<file path="src/rtl/cpu_pkg.sv">
// cpu_pkg
// Shared constants for the CPU sequencer: opcode encodings, phase encodings,
// the run/halt state type and a small helper for the ALU-opcode group.
package cpu_pkg;

  localparam logic [2:0] HLT = 3'd0;
  localparam logic [2:0] SKZ = 3'd1;
  localparam logic [2:0] ADD = 3'd2;
  localparam logic [2:0] AND = 3'd3;
  localparam logic [2:0] XOR = 3'd4;
  localparam logic [2:0] LDA = 3'd5;
  localparam logic [2:0] STO = 3'd6;
  localparam logic [2:0] JMP = 3'd7;

  localparam logic [2:0] INST_ADDR  = 3'd0;
  localparam logic [2:0] INST_FETCH = 3'd1;
  localparam logic [2:0] INST_LOAD  = 3'd2;
  localparam logic [2:0] IDLE       = 3'd3;
  localparam logic [2:0] OP_ADDR    = 3'd4;
  localparam logic [2:0] OP_FETCH   = 3'd5;
  localparam logic [2:0] ALU_OP     = 3'd6;
  localparam logic [2:0] STORE      = 3'd7;

  typedef enum logic {
    RUN    = 1'b0,
    HALTED = 1'b1
  } state_t;

  // Opcodes that read an operand from memory and load the accumulator.
  function automatic logic is_aluop(input logic [2:0] op);
    return (op == ADD) || (op == AND) || (op == XOR) || (op == LDA);
  endfunction

endpackage

</file>
<file path="src/rtl/cpu_sequencer_phase_counter.sv">
// phase_counter
// 3-bit wrapping phase counter with hold and load-5.
// Priority: rst (to 0) > load5 (to 5) > hold (keep) > increment (7 wraps to 0).
// Ports:
//   clk   - clock, rising edge
//   rst   - synchronous active-high reset
//   hold  - keep current phase
//   load5 - force phase to 5 (resume from halt)
//   phase - current phase
module phase_counter
  import cpu_pkg::*;
(
  input  logic       clk,
  input  logic       rst,
  input  logic       hold,
  input  logic       load5,
  output logic [2:0] phase
);

  always_ff @(posedge clk) begin
    if (rst) begin
      phase <= INST_ADDR;
    end else if (load5) begin
      phase <= OP_FETCH;
    end else if (!hold) begin
      phase <= phase + 3'd1;
    end
  end

endmodule

</file>
<file path="src/rtl/cpu_sequencer.sv">
// cpu_sequencer
// Eight-phase instruction sequencer for a small accumulator CPU. Holds the
// run/halt state register and decodes the control strobes combinationally
// from (state, phase, opcode, zero).
// Ports:
//   clk, rst        - clock and synchronous active-high reset
//   opcode, zero    - instruction opcode and accumulator-is-zero flag
//   resume          - one-cycle pulse that leaves the halted state
//   phase           - current phase 0..7
//   sel .. dataEn   - control strobes to the datapath
//
// state  | meaning
// RUN    | phase steps 0..7 every clock, wrapping to 0
// HALTED | HLT executed; phase frozen at 4, only Halt asserted
module cpu_sequencer
  import cpu_pkg::*;
(
  input  logic       clk,
  input  logic       rst,
  input  logic [2:0] opcode,
  input  logic       zero,
  input  logic       resume,
  output logic [2:0] phase,
  output logic       sel,
  output logic       memRead,
  output logic       ldIR,
  output logic       Halt,
  output logic       incPC,
  output logic       ACCwrite,
  output logic       ldPC,
  output logic       memWrite,
  output logic       dataEn
);

  state_t     state_q, state_d;
  logic [2:0] phase_q;
  logic       hold, load5;
  logic       aluop;

  phase_counter u_phase_counter (
    .clk   (clk),
    .rst   (rst),
    .hold  (hold),
    .load5 (load5),
    .phase (phase_q)
  );

  always_ff @(posedge clk) begin
    if (rst) state_q <= RUN;
    else     state_q <= state_d;
  end

  // resume is only looked at while halted, so a pulse coinciding with
  // phase 4 + HLT in RUN still halts.
  always_comb begin
    state_d = state_q;
    hold    = 1'b0;
    load5   = 1'b0;
    if (state_q == RUN) begin
      if (phase_q == OP_ADDR && opcode == HLT) begin
        state_d = HALTED;
        hold    = 1'b1;
      end
    end else begin
      if (resume) begin
        state_d = RUN;
        load5   = 1'b1;
      end else begin
        hold = 1'b1;
      end
    end
  end

  // While rst is high the outputs already show the reset values, even before
  // the first clock edge has cleared the registers.
  assign phase = rst ? INST_ADDR : phase_q;
  assign aluop = is_aluop(opcode);

  always_comb begin
    sel      = 1'b0;
    memRead  = 1'b0;
    ldIR     = 1'b0;
    Halt     = 1'b0;
    incPC    = 1'b0;
    ACCwrite = 1'b0;
    ldPC     = 1'b0;
    memWrite = 1'b0;
    dataEn   = 1'b0;
    if (rst || state_q == RUN) begin
      unique case (phase)
        INST_ADDR: begin
          sel = 1'b1;
        end
        INST_FETCH: begin
          sel     = 1'b1;
          memRead = 1'b1;
        end
        INST_LOAD, IDLE: begin
          sel     = 1'b1;
          memRead = 1'b1;
          ldIR    = 1'b1;
        end
        OP_ADDR: begin
          incPC = 1'b1;
          Halt  = (opcode == HLT);
        end
        OP_FETCH: begin
          memRead = aluop;
        end
        ALU_OP: begin
          memRead = aluop;
          incPC   = (opcode == SKZ) && zero;
          ldPC    = (opcode == JMP);
          dataEn  = (opcode == STO);
        end
        STORE: begin
          memRead  = aluop;
          ACCwrite = aluop;
          ldPC     = (opcode == JMP);
          memWrite = (opcode == STO);
          dataEn   = (opcode == STO);
        end
        default: begin
          sel = 1'b1;
        end
      endcase
    end else begin
      // Halted: incPC deliberately stays low so the PC does not advance.
      Halt = 1'b1;
    end
  end

endmodule

</file>
<file path="config.mk">
export PLATFORM = sky130hd
export DESIGN_NAME = cpu_sequencer
export DESIGN_NICKNAME = d
export VERILOG_FILES = /design/src/rtl/cpu_pkg.sv /design/src/rtl/cpu_sequencer_phase_counter.sv /design/src/rtl/cpu_sequencer.sv
export SDC_FILE = /design/constraint.sdc
export NUM_CORES = 1
export LEC_CHECK = 0
export BUFFER_PORTS_ARGS = -buffer_cell sky130_fd_sc_hd__buf_2
export CAP_MARGIN = 20
export CORE_AREA = 5 5 42 44
export DETAILED_ROUTE_END_ITERATION = 10
export DIE_AREA = 0 0 47 49
export PLACE_DENSITY = 0.53
export SYNTH_ARGS = -nofsm -noshare
export SYNTH_HDL_FRONTEND = slang
export SYNTH_SLANG_ARGS = --single-unit
</file>
<file path="constraint.sdc">
create_clock -name clk -period 2.9 [get_ports clk]
set_input_delay 0.145 -clock clk [delete_from_list [all_inputs] [get_ports clk]]
set_output_delay 0.145 -clock clk [all_outputs]
set_load 0.005 [all_outputs]
</file>
After elaboration in Yosys (flattened, before gate mapping):

Index checks and enable logic that the tools add are counted.

* equality and inequality tests: 16
* add/subtract/negate cells: 1
* reductions and logical operators: 14
* bitwise operators: 1
* multiplexer cells: 26

Operators with widths (count)
* 3-bit equality test (second input constant): 9
* 1-bit 2-to-1 mux: 21
* 3-bit by 2-bit equality test with 1-bit output (second input constant): 4
* 3-bit 2-to-1 mux: 3
* 3-bit by 1-bit equality test with 1-bit output (second input constant): 2
* 3-bit logical NOT: 2
* 2-bit OR reduction: 3
* 3-bit OR reduction: 2
* 1-bit logical OR: 4
* 1-bit case mux with 2 select lines: 2
* 4-bit OR reduction: 1
* 3-bit by 1-bit adder with 3-bit output (second input constant): 1
* 1-bit logical AND: 2
* 2-bit != test (second input constant): 1
* 1-bit inverter: 1

* input port bits: 7
* flip-flop bits (word level): 4
* output and inout bits: 12

Logic depth before layout (Yosys ltp):

Gate-level depths: netlist of the first run.

* depth in word-level cells: 6
* depth in mapped cells: 4
* depth with buffers taken out: 4

By module:

Synthesis of the first run repeated with hierarchy kept, for this count alone.

* cell total of the unflattened synthesis: 40
* area, all modules: 347.8 sq um

Modules (own cells, without submodules)
* cpu_sequencer: times used 1, sequential area each 20.0 sq um, area an instance 207.7 sq um, cells each 27
* phase_counter: times used 1, sequential area each 60.1 sq um, area an instance 140.1 sq um, cells each 13

Worst setup path before layout of the first run:

Ideal clock, no wire load.

* path type: reg-to-output
* start: register u_phase_counter.phase[2]
* end: output memWrite
* slack: 1740 ps
* cell stages (with the launch flop): 4
* required time: 2755 ps
* arrival time: 1015 ps
* path through: dfxtp_1 -> nor3b_1 -> nand4_1 -> nor3_1

* cells in the longest elaborated chain, start to end: 4

Ends and longest elaborated chain
* start: declaration: line cpu_sequencer_phase_counter.sv:17 `output logic [2:0] phase`
* start signal: assignment: line cpu_sequencer_phase_counter.sv:26 `phase <= phase + 3'd1;`
* 3-bit 2-to-1 mux: line cpu_sequencer.sv:76 `assign phase = rst ? INST_ADDR : phase_q;`
* 3-bit equality test: line cpu_sequencer.sv:90 `unique case (phase)`
* 1-bit 2-to-1 mux: line cpu_sequencer.sv:90
* 1-bit 2-to-1 mux: line cpu_sequencer.sv:89 `if (rst || state_q == RUN) begin`
* end: declaration: line cpu_sequencer.sv:31 `output logic memWrite,`

Every way passes these cells.

Worst setup path in the final report of the first run:

Same ends and word-level chain as after synthesis.

==> impl_metrics.tcl, run 1 <==
set metrics [dict create \
    route.detailed.drc 0 \
    overflow 0 \
    synth_mux_area_share_pct 2.84 \
    timing.rr.end "u_phase_counter.phase[0]" \
    leakage_nw 0.246 \
    synth_top_family_by_area "simple AND/OR/NAND/NOR gates" \
    cts_made_buffers 3 \
    yosysMostFrequentCell "nor2_1" \
    grt_pass1_vias 340 \
    wl_um 882 \
    hp-class "in2reg" \
    grt_max_degree 13 \
    ioPinCount 19 \
    post-cts-setup-buffers 0 \
    path_clk_slew_ps 40 \
    synth-simple-area-share_pct 33.7 \
    critPathRequiredTime_ps 2760 \
    synth_fp_nets 55 \
    diodes 0 \
    grt_pass1_wl_um 1330 \
    synth_area_leaders "dfxtp_1, ha_1, nor4b_4" \
    synthFlopType "dfxtp_1" \
    rows 14 \
    crit_arrival_ps 1480 \
    synth_edf_count 0 \
    hold_viol 0 \
    endpoint_kind "output port" \
    max_freq_ghz 0.615 \
    yosysTopAreaCell "dfxtp_1" \
    synth_compound_area_share_pct 24.5 \
    core_area_um2 1400 \
    yosys_warnings 0 \
    drtIter0Drc 4 \
    worstSetupPathType "reg2out" \
    post-place-ws_ps 1530 \
    ir_worst_vdd_v 0.000240 \
    reg2reg_depth 4 \
    syn2layout_area_growth_pct 35.1 \
    synth_adder_area_share_pct 7.09 \
    synth-xor-area-share_pct 2.48 \
    io_buffers 18 \
    htreeDepth 1 \
    cts.sinks 4 \
    hold_start "rst" \
    hold_depth 2 \
    drt_first_pass_iters 4 \
    drive_gt1_share_pct 35.4 \
    cp_max_fo 8 \
    clk_latency_ps 230 \
    cts_tree "built" \
    wl_per_cell_um 10.9 \
    via_per_inst 4.64 \
    track_usage_pct 7.61 \
    ant_nets 0 \
    max-cap-violations 0 \
    ys_seq_elements 4 \
    worstReg2RegStart "u_phase_counter.phase[1]" \
    status "finished, final reports clean" \
    worst_pin_slew_ps 396 \
    place_congestion 0.741 \
    die_h_um 49 \
    tns_ps 0 \
    crit_path_start "u_phase_counter.phase[2]" \
    initial_core_util_pct 25.2 \
    clk_path_buf_depth 2 \
    vias 376 \
    post_cts_resized 0 \
    cts-root-buf "clkbuf_4" \
    powerDensity_nw_per_um2 364 \
    dp_hpwl_um 699 \
    period_minus_slack_ps 1630 \
    hold_buffers 0 \
    ys_seq_area_share_pct 22.7 \
    async_flop_share_pct 0 \
    setup_viol 0 \
    rsz0062_at_grt "false" \
    reg2reg_setup_slack_ps 1640 \
    min_period_over_period_pct 56.0 \
    dieArea_um2 2300 \
    slew_headroom_pct 73.6 \
    antenna_found_initial 0 \
    fin_worst_skew_ps 2.02 \
    crit_path_start_kind "flop" \
    syn_avg_cell_area_um2 7.67 \
    synthDistinctLibCells 26 \
    postSynthCellCount 46 \
    worst_slack_ps 1270 \
    synth_top_cell_area_share_pct 22.7 \
    die_x_um 47 \
    syn_area_um2 353 \
    worstHoldEndpoint "u_phase_counter.phase[2]" \
    nNetsFinal 76 \
    synth_commonest_cells "nor2_1, dfxtp_1, inv_1, nand2_1" \
    drv_slew 0 \
]
[registers in the layout (all words and copies together) (netlist names)]
| register | flops |
|---|---|
| state_q | 1 |
| u_phase_counter.phase | 3 |
[worst max-delay path by stage]
stage	slack, ps	endpoint
after global routing	1170	memWrite
after detailed placement	1530	memWrite
after floorplan	1740	memWrite
after CTS	1270	memWrite
after global placement	1550	memWrite
final	1270	memWrite
[worst max-delay path, stage by stage, from the launching register on]
cell	delay, ps
dfxtp_1	440
nor3b_1	330
nand4_1	190
nor3_1	150
buf_2	130
[through the flow]
step	area, µm²	util (%)	instances	power (mW)	hold slack (ps)
detailed placement	454	32.4	78	0.109	457
CTS	477	34.0	81	0.178	212
global route	477	34.0	81	0.189	243
global placement	454	32.4	78	0.109	464
floorplan	353	-	46	0.0906	321
finish	477	34.0	81	0.174	220
[cells by family (layout without fill, tap and decap cells)]
| group | count (synthesis) | after routing |
|---|---|---|
| buffers and inverters | 6 | 25 |
| and+or+nand+nor | 20 | 20 |
| AOI/OAI and AO/OA | 12 | 12 |
| muxes | 1 | 1 |
| xor gates and xnor gates | 1 | 1 |
| adders and majority gates | 2 | 2 |
| DFF | 4 | 4 |
[area by class of cell]
class                      count  area (µm²)
clock buffer                   3        22.5
fill                         163         925
inverter                       4        15.0
multi-input combinational     36         249
sequential                     4        80.1
tap                           16        20.0
timing repair buffer          18        90.1
[metal layers]
| layer | global-route usage, % | vias up | wire, µm |
|---|---|---|---|
| li1 | - | 203 | - |
| met1 | 10.3 | 165 | 413 |
| met2 | 11.1 | 8 | 398 |
| met3 | 4.43 | 0 | 70 |
| met4 | 0 | 0 | 0 |
| met5 | 0 | - | 0 |
[cells in the final DEF (no fill, tap or decap), types with 2 or more instances in the layout]
cell	n
nor3_1	2
nand2_1	4
inv_1	4
a21oi_1	3
clkbuf_4	3
dfxtp_1	4
a211oi_1	3
ha_1	2
nor2b_1	2
nor2_1	5
buf_2	18
[where the power goes]
part	switching (mW)	internal, mW	leakage [nW]
registers	0.00712	0.0593	0.0329
clock network	0.0198	0.0461	0.0138
logic	0.0220	0.0193	0.199
Note: power is estimated with default switching activity, not from simulation.
==> run 2: changes to the inputs <==
==> constraint.sdc (replaced) <==
create_clock -name clk -period 1.6 [get_ports clk]
set_input_delay 0.08 -clock clk [delete_from_list [all_inputs] [get_ports clk]]
set_output_delay 0.08 -clock clk [all_outputs]
set_load 0.005 [all_outputs]
==> run 2 against run 1 <==
Net effect:
- global-route usage up 0.99 points
- critical path type unchanged
- wire length up 1.2%
- utilization up 1.5 points
- non-clock buffer count up 1
- critical endpoint is now memRead
- worst hold slack worse by 45 ps
- die area unchanged
- register-to-register slack worse by 1300 ps
- setup slack worse by 1100 ps
- sequential power up 80%
- first-iteration DRC count down 25%
- final area up 4.5%
- total power up 84%
==> impl_metrics.tcl, run 2 (synthesis gave the netlist of run 1 again) <==
set metrics [dict create \
    die_x_um 47 \
    crit_family "flip-flops" \
    htreeDepth 1 \
    worst_pin_slew_ps 318 \
    slowest_delay_ps 440 \
    power.clock.fraction_pct 37.6 \
    endpoint_kind "output port" \
    dp.cells 79 \
    initial_core_util_pct 25.2 \
    cts_tree "built" \
    dieArea_um2 2300 \
    wl_per_cell_um 10.9 \
    min_period_over_period_pct 86.4 \
    critPathRequiredTime_ps 1520 \
    ant_nets 0 \
    ir_worst_vdd_v 0.000345 \
    worstSetupPathType "reg2out" \
    tns_ps 0 \
    die_h_um 49 \
    core_area_um2 1400 \
    multi_input_area_um2 262 \
    final_cell_mix "buf_2, nor2_1, inv_1, nand2_1" \
    cts.sinks 4 \
    post-cts-setup-buffers 0 \
    place_congestion 0.746 \
    top_register "u_phase_counter.phase" \
    clk_latency_ps 230 \
    powerDensity_nw_per_um2 641 \
    grt_pass1_wl_um 1460 \
    fin_worst_skew_ps 3.89 \
    grt_most_used_layer "met2" \
    max_freq_ghz 0.723 \
    hold_buffers 0 \
    antenna_found_initial 0 \
    via_per_inst 4.76 \
    syn2layout_area_growth_pct 41.1 \
    crit_slowest_cell "dfxtp_1" \
    mostFrequentLayoutCell "buf_2" \
    vias 390 \
    seq_power_share_pct 37.7 \
    cts_made_buffers 3 \
    setup_viol 0 \
    hp-class "in2reg" \
    grtUsageMet2_pct 13.6 \
    grt_pass1_vias 374 \
    ioPinCount 19 \
    path_buf_inv 1 \
    use_met3_pct 5.54 \
    max-cap-violations 0 \
    path_clk_slew_ps 40 \
    rsz0062_at_grt "false" \
    crit_arrival_ps 1300 \
    nNetsFinal 77 \
    leakage_nw 0.253 \
    wl_um 893 \
    drtIter0Drc 3 \
    clk_path_buf_depth 2 \
    hold_viol 0 \
    largest_reg_flops 3 \
    reg_top3 "u_phase_counter.phase: 3 flops, state_q: 1 flops" \
    cp_max_fo 7 \
    slew_headroom_pct 78.7 \
    dp_hpwl_um 725 \
    drive_gt1_share_pct 39.4 \
    drv_slew 0 \
    combinationalPowerShare_pct 24.7 \
    critical_path.cell_chain "nor2_1 -> a2111oi_1 -> buf_2" \
    rows 14 \
    grt_max_degree 12 \
    overflow 0 \
    cts-root-buf "clkbuf_4" \
    drt_first_pass_iters 2 \
    power.internal_uw 229 \
    layout.cells.non_filler 82 \
    switching_share_pct 28.4 \
    met1_usage_pct 9.67 \
    io_buffers 18 \
    diodes 0 \
    track_usage_pct 8.59 \
    crit_path_start_kind "flop" \
    switching_power_uw 90.6 \
    fillers 170 \
    route.detailed.drc 0 \
    seqCellArea_um2 81.3 \
    status "finished, final reports clean" \
    period_minus_slack_ps 1380 \
]
-- run 2: worst reg2reg max path: cells and delay by family, from the launching register on --
kind	cells	cell delay, ps
flip-flops	1	440
AO/OA/AOI/OAI	2	370
adder cells (fa/ha/maj)	1	230
buffers and inverters	1	120
-- run 2: final timing paths --
path	start	endpoint	slack [ps]	cells past startpoint
worst max-delay path	u_phase_counter.phase[1]	memRead	220	3
worst min register to register	u_phase_counter.phase[2]	u_phase_counter.phase[2]	540	1
worst max register to register	u_phase_counter.phase[1]	u_phase_counter.phase[0]	370	4
worst min-delay path	rst	u_phase_counter.phase[2]	180	2
-- run 2: per-stage QoR --
step	setup WS, ps	total power, mW	hold WS (ps)	util (%)	area [µm²]
final	218	0.319	175	35.5	498
after detailed placement	245	0.197	394	32.9	462
after CTS	101	0.325	159	34.9	489
after global placement	317	0.199	399	32.9	462
after global routing	41.6	0.350	198	35.5	498
after floorplan	491	0.164	191	-	353
-- run 2: layout make-up --
cell class	instances	area share, %
inverter	4	3.02
tap	16	4.02
sequential	4	16.3
multi-input combinational	36	52.5
timing repair buffer	19	19.6
clock buffer	3	4.52
-- run 2: what timing repair did --
action                                  4_1_cts  5_1_grt
gates resized for setup                       1        3
endpoints found under the hold margin         0        0
endpoints found under the setup margin        1        2
-- run 2: power by group through the flow --
stage / Sequential, mW / Combinational (mW) / Clock (mW)
after global routing: 0.121 / 0.0882 / 0.140
final: 0.120 / 0.0788 / 0.120
after CTS: 0.119 / 0.0776 / 0.128
after detailed placement: 0.121 / 0.0765 / 0
after global placement: 0.122 / 0.0770 / 0
after floorplan: 0.117 / 0.0467 / 0
-- run 2: metal layers --
layer  vias to the layer above  wire, µm
met1                       171       426
met2                        10       385
met3                         0        82
met4                         0         0
li1                        209         -
met5                         -         0
==> run 3: changes to the inputs <==
--- a/config.mk
+++ b/config.mk
@@ -10,7 +10,9 @@
 export CORE_AREA = 5 5 42 44
 export DETAILED_ROUTE_END_ITERATION = 10
 export DIE_AREA = 0 0 47 49
+export GPL_TIMING_DRIVEN = 0
 export PLACE_DENSITY = 0.53
+export REMOVE_ABC_BUFFERS = 1
 export SYNTH_ARGS = -nofsm -noshare
 export SYNTH_HDL_FRONTEND = slang
 export SYNTH_SLANG_ARGS = --single-unit
==> run 3 against run 2 <==
Net effect:
- global-route usage up 0.14 points
- critical path depth up 1
- clock power about the same
- largest cell class unchanged
- sequential cell count unchanged
- worst hold slack better by 10 ps
- count of clock-buffer cells in the layout unchanged
- total power up 0.14%
- largest power group is now clock
==> impl_metrics.tcl, run 3 (synthesis gave the netlist of run 1 again) <==
set metrics [dict create \
    max-cap-violations 0 \
    crit_cells 4 \
    endpoint_kind "output port" \
    syn2layout_area_growth_pct 39.4 \
    drv_slew 0 \
    drive_gt1_share_pct 40.0 \
    max_freq_ghz 0.723 \
    critPathRequiredTime_ps 1520 \
    cts_made_buffers 3 \
    ant_nets 0 \
    worst_hold_slack_ps 185 \
    worstHoldEndpoint "u_phase_counter.phase[2]" \
    hold_depth 2 \
    die_x_um 47 \
    cts_tree "built" \
    worstReg2RegStart "u_phase_counter.phase[1]" \
    hp-class "in2reg" \
    period_minus_slack_ps 1380 \
    clk_latency_ps 230 \
    initial_core_util_pct 25.2 \
    largest_reg_flops 3 \
    top_register "u_phase_counter.phase" \
    final_cell_mix "buf_2, nor2_1, inv_1, nand2_1" \
    reg2reg_depth 4 \
    core_area_um2 1400 \
    grt_max_degree 13 \
    min_period_over_period_pct 86.5 \
    post-place-ws_ps 258 \
    wl_met3_um 85 \
    leakage_nw 0.248 \
    grt_pass1_wl_um 1520 \
    fillers 155 \
    overflow 0 \
    ioPinCount 19 \
    nNetsFinal 76 \
    post-cts-setup-buffers 0 \
    track_usage_pct 8.73 \
    p_total_uw 320 \
    crit_slowest_cell "dfxtp_2" \
    slowest_delay_ps 380 \
    drtIter0Drc 8 \
    worst_pin_slew_ps 331 \
    timing.rr.end "u_phase_counter.phase[0]" \
    die_h_um 49 \
    path_clk_slew_ps 40 \
    hold_viol 0 \
    cts.sinks 4 \
    critical_path.cell_chain "nor3b_4 -> nand4_1 -> nor3_1 -> buf_2" \
    path_buf_inv 1 \
    reg2reg_setup_slack_ps 370 \
    via_per_inst 4.74 \
    fin_worst_skew_ps 1.37 \
    dieArea_um2 2300 \
    powerDensity_nw_per_um2 650 \
    rsz0062_at_grt "false" \
    drt_first_pass_iters 3 \
    diodes 0 \
    maxUsedRoutingLayer "met3" \
    cts-root-buf "clkbuf_4" \
    route.met2.wl_um 355 \
    dp_hpwl_um 689 \
    slew_headroom_pct 77.8 \
    status "finished, final reports clean" \
    reg_top3 "u_phase_counter.phase: 3 flops, state_q: 1 flops" \
    cp_max_fo 12 \
    crit_arrival_ps 1300 \
    crit_family "simple AND/OR/NAND/NOR gates" \
    worst_slack_ps 216 \
    drt-met1-wl_um 426 \
    crit_path_start_kind "flop" \
    hold_start "rst" \
    rows 14 \
    ir_worst_vdd_v 0.000630 \
    route.detailed.drc 0 \
    antenna_found_initial 0 \
    worstSetupPathType "reg2out" \
    grt_pass1_vias 342 \
    wl_um 867 \
    htreeDepth 1 \
    setup_viol 0 \
    mostFrequentLayoutCell "buf_2" \
    clk_path_buf_depth 2 \
    place_congestion 0.729 \
    tns_ps 0 \
    wl_per_cell_um 10.7 \
    io_buffers 18 \
    vias 384 \
]
## run 3: cell types whose count changed in the layout (fill, tap and decap cells not counted), sizes merged
cell  change
buf       -1
## run 3: what timing repair did
item / in CTS / in global routing
hold buffers: 0 / 0
setup endpoints to repair: 0 / 5
gates resized for setup: 0 / 5
endpoints found under the hold margin: 0 / 0
## run 3: per-stage QoR
| step | instance area (µm²) | utilization, % | std cells |
|---|---|---|---|
| 6_report | 492 | 35.1 | 81 |
| 5_1_grt | 492 | 35.1 | 81 |
| 4_1_cts | 477 | 34.0 | 81 |
| 3_5_place_dp | 454 | 32.4 | 78 |
| 3_3_place_gp | 454 | 32.4 | 78 |
| 2_1_floorplan | 344 | - | 44 |
## run 3: worst max path at each step
stage                              from                       end
3_5_place_dp   u_phase_counter.phase[2]                  memWrite
3_3_place_gp   u_phase_counter.phase[2]                  memWrite
5_1_grt        u_phase_counter.phase[1]                   memRead
4_1_cts        u_phase_counter.phase[2]                  memWrite
6_report                        state_q                  memWrite
2_1_floorplan  u_phase_counter.phase[2]  u_phase_counter.phase[2]
## run 3: final cells by class
class | count | area [µm²] | area share, %
inverter | 4 | 15.0 | 3.05
multi-input combinational | 36 | 262 | 53.2
timing repair buffer | 18 | 90.1 | 18.3
clock buffer | 3 | 22.5 | 4.58
tap | 16 | 20.0 | 4.07
sequential | 4 | 82.6 | 16.8
## run 3: power breakdown
part	internal [mW]	leakage [nW]	switching (mW)
clock network	0.0837	0.0138	0.0383
registers	0.108	0.0338	0.0128
logic	0.0369	0.201	0.0400
total	0.229	0.248	0.0912
## run 3: per-layer routing
layer	vias up	track usage (%)
met2	12	10.4
met5	-	0
met3	0	5.54
met4	0	0
met1	168	13.8
li1	204	-
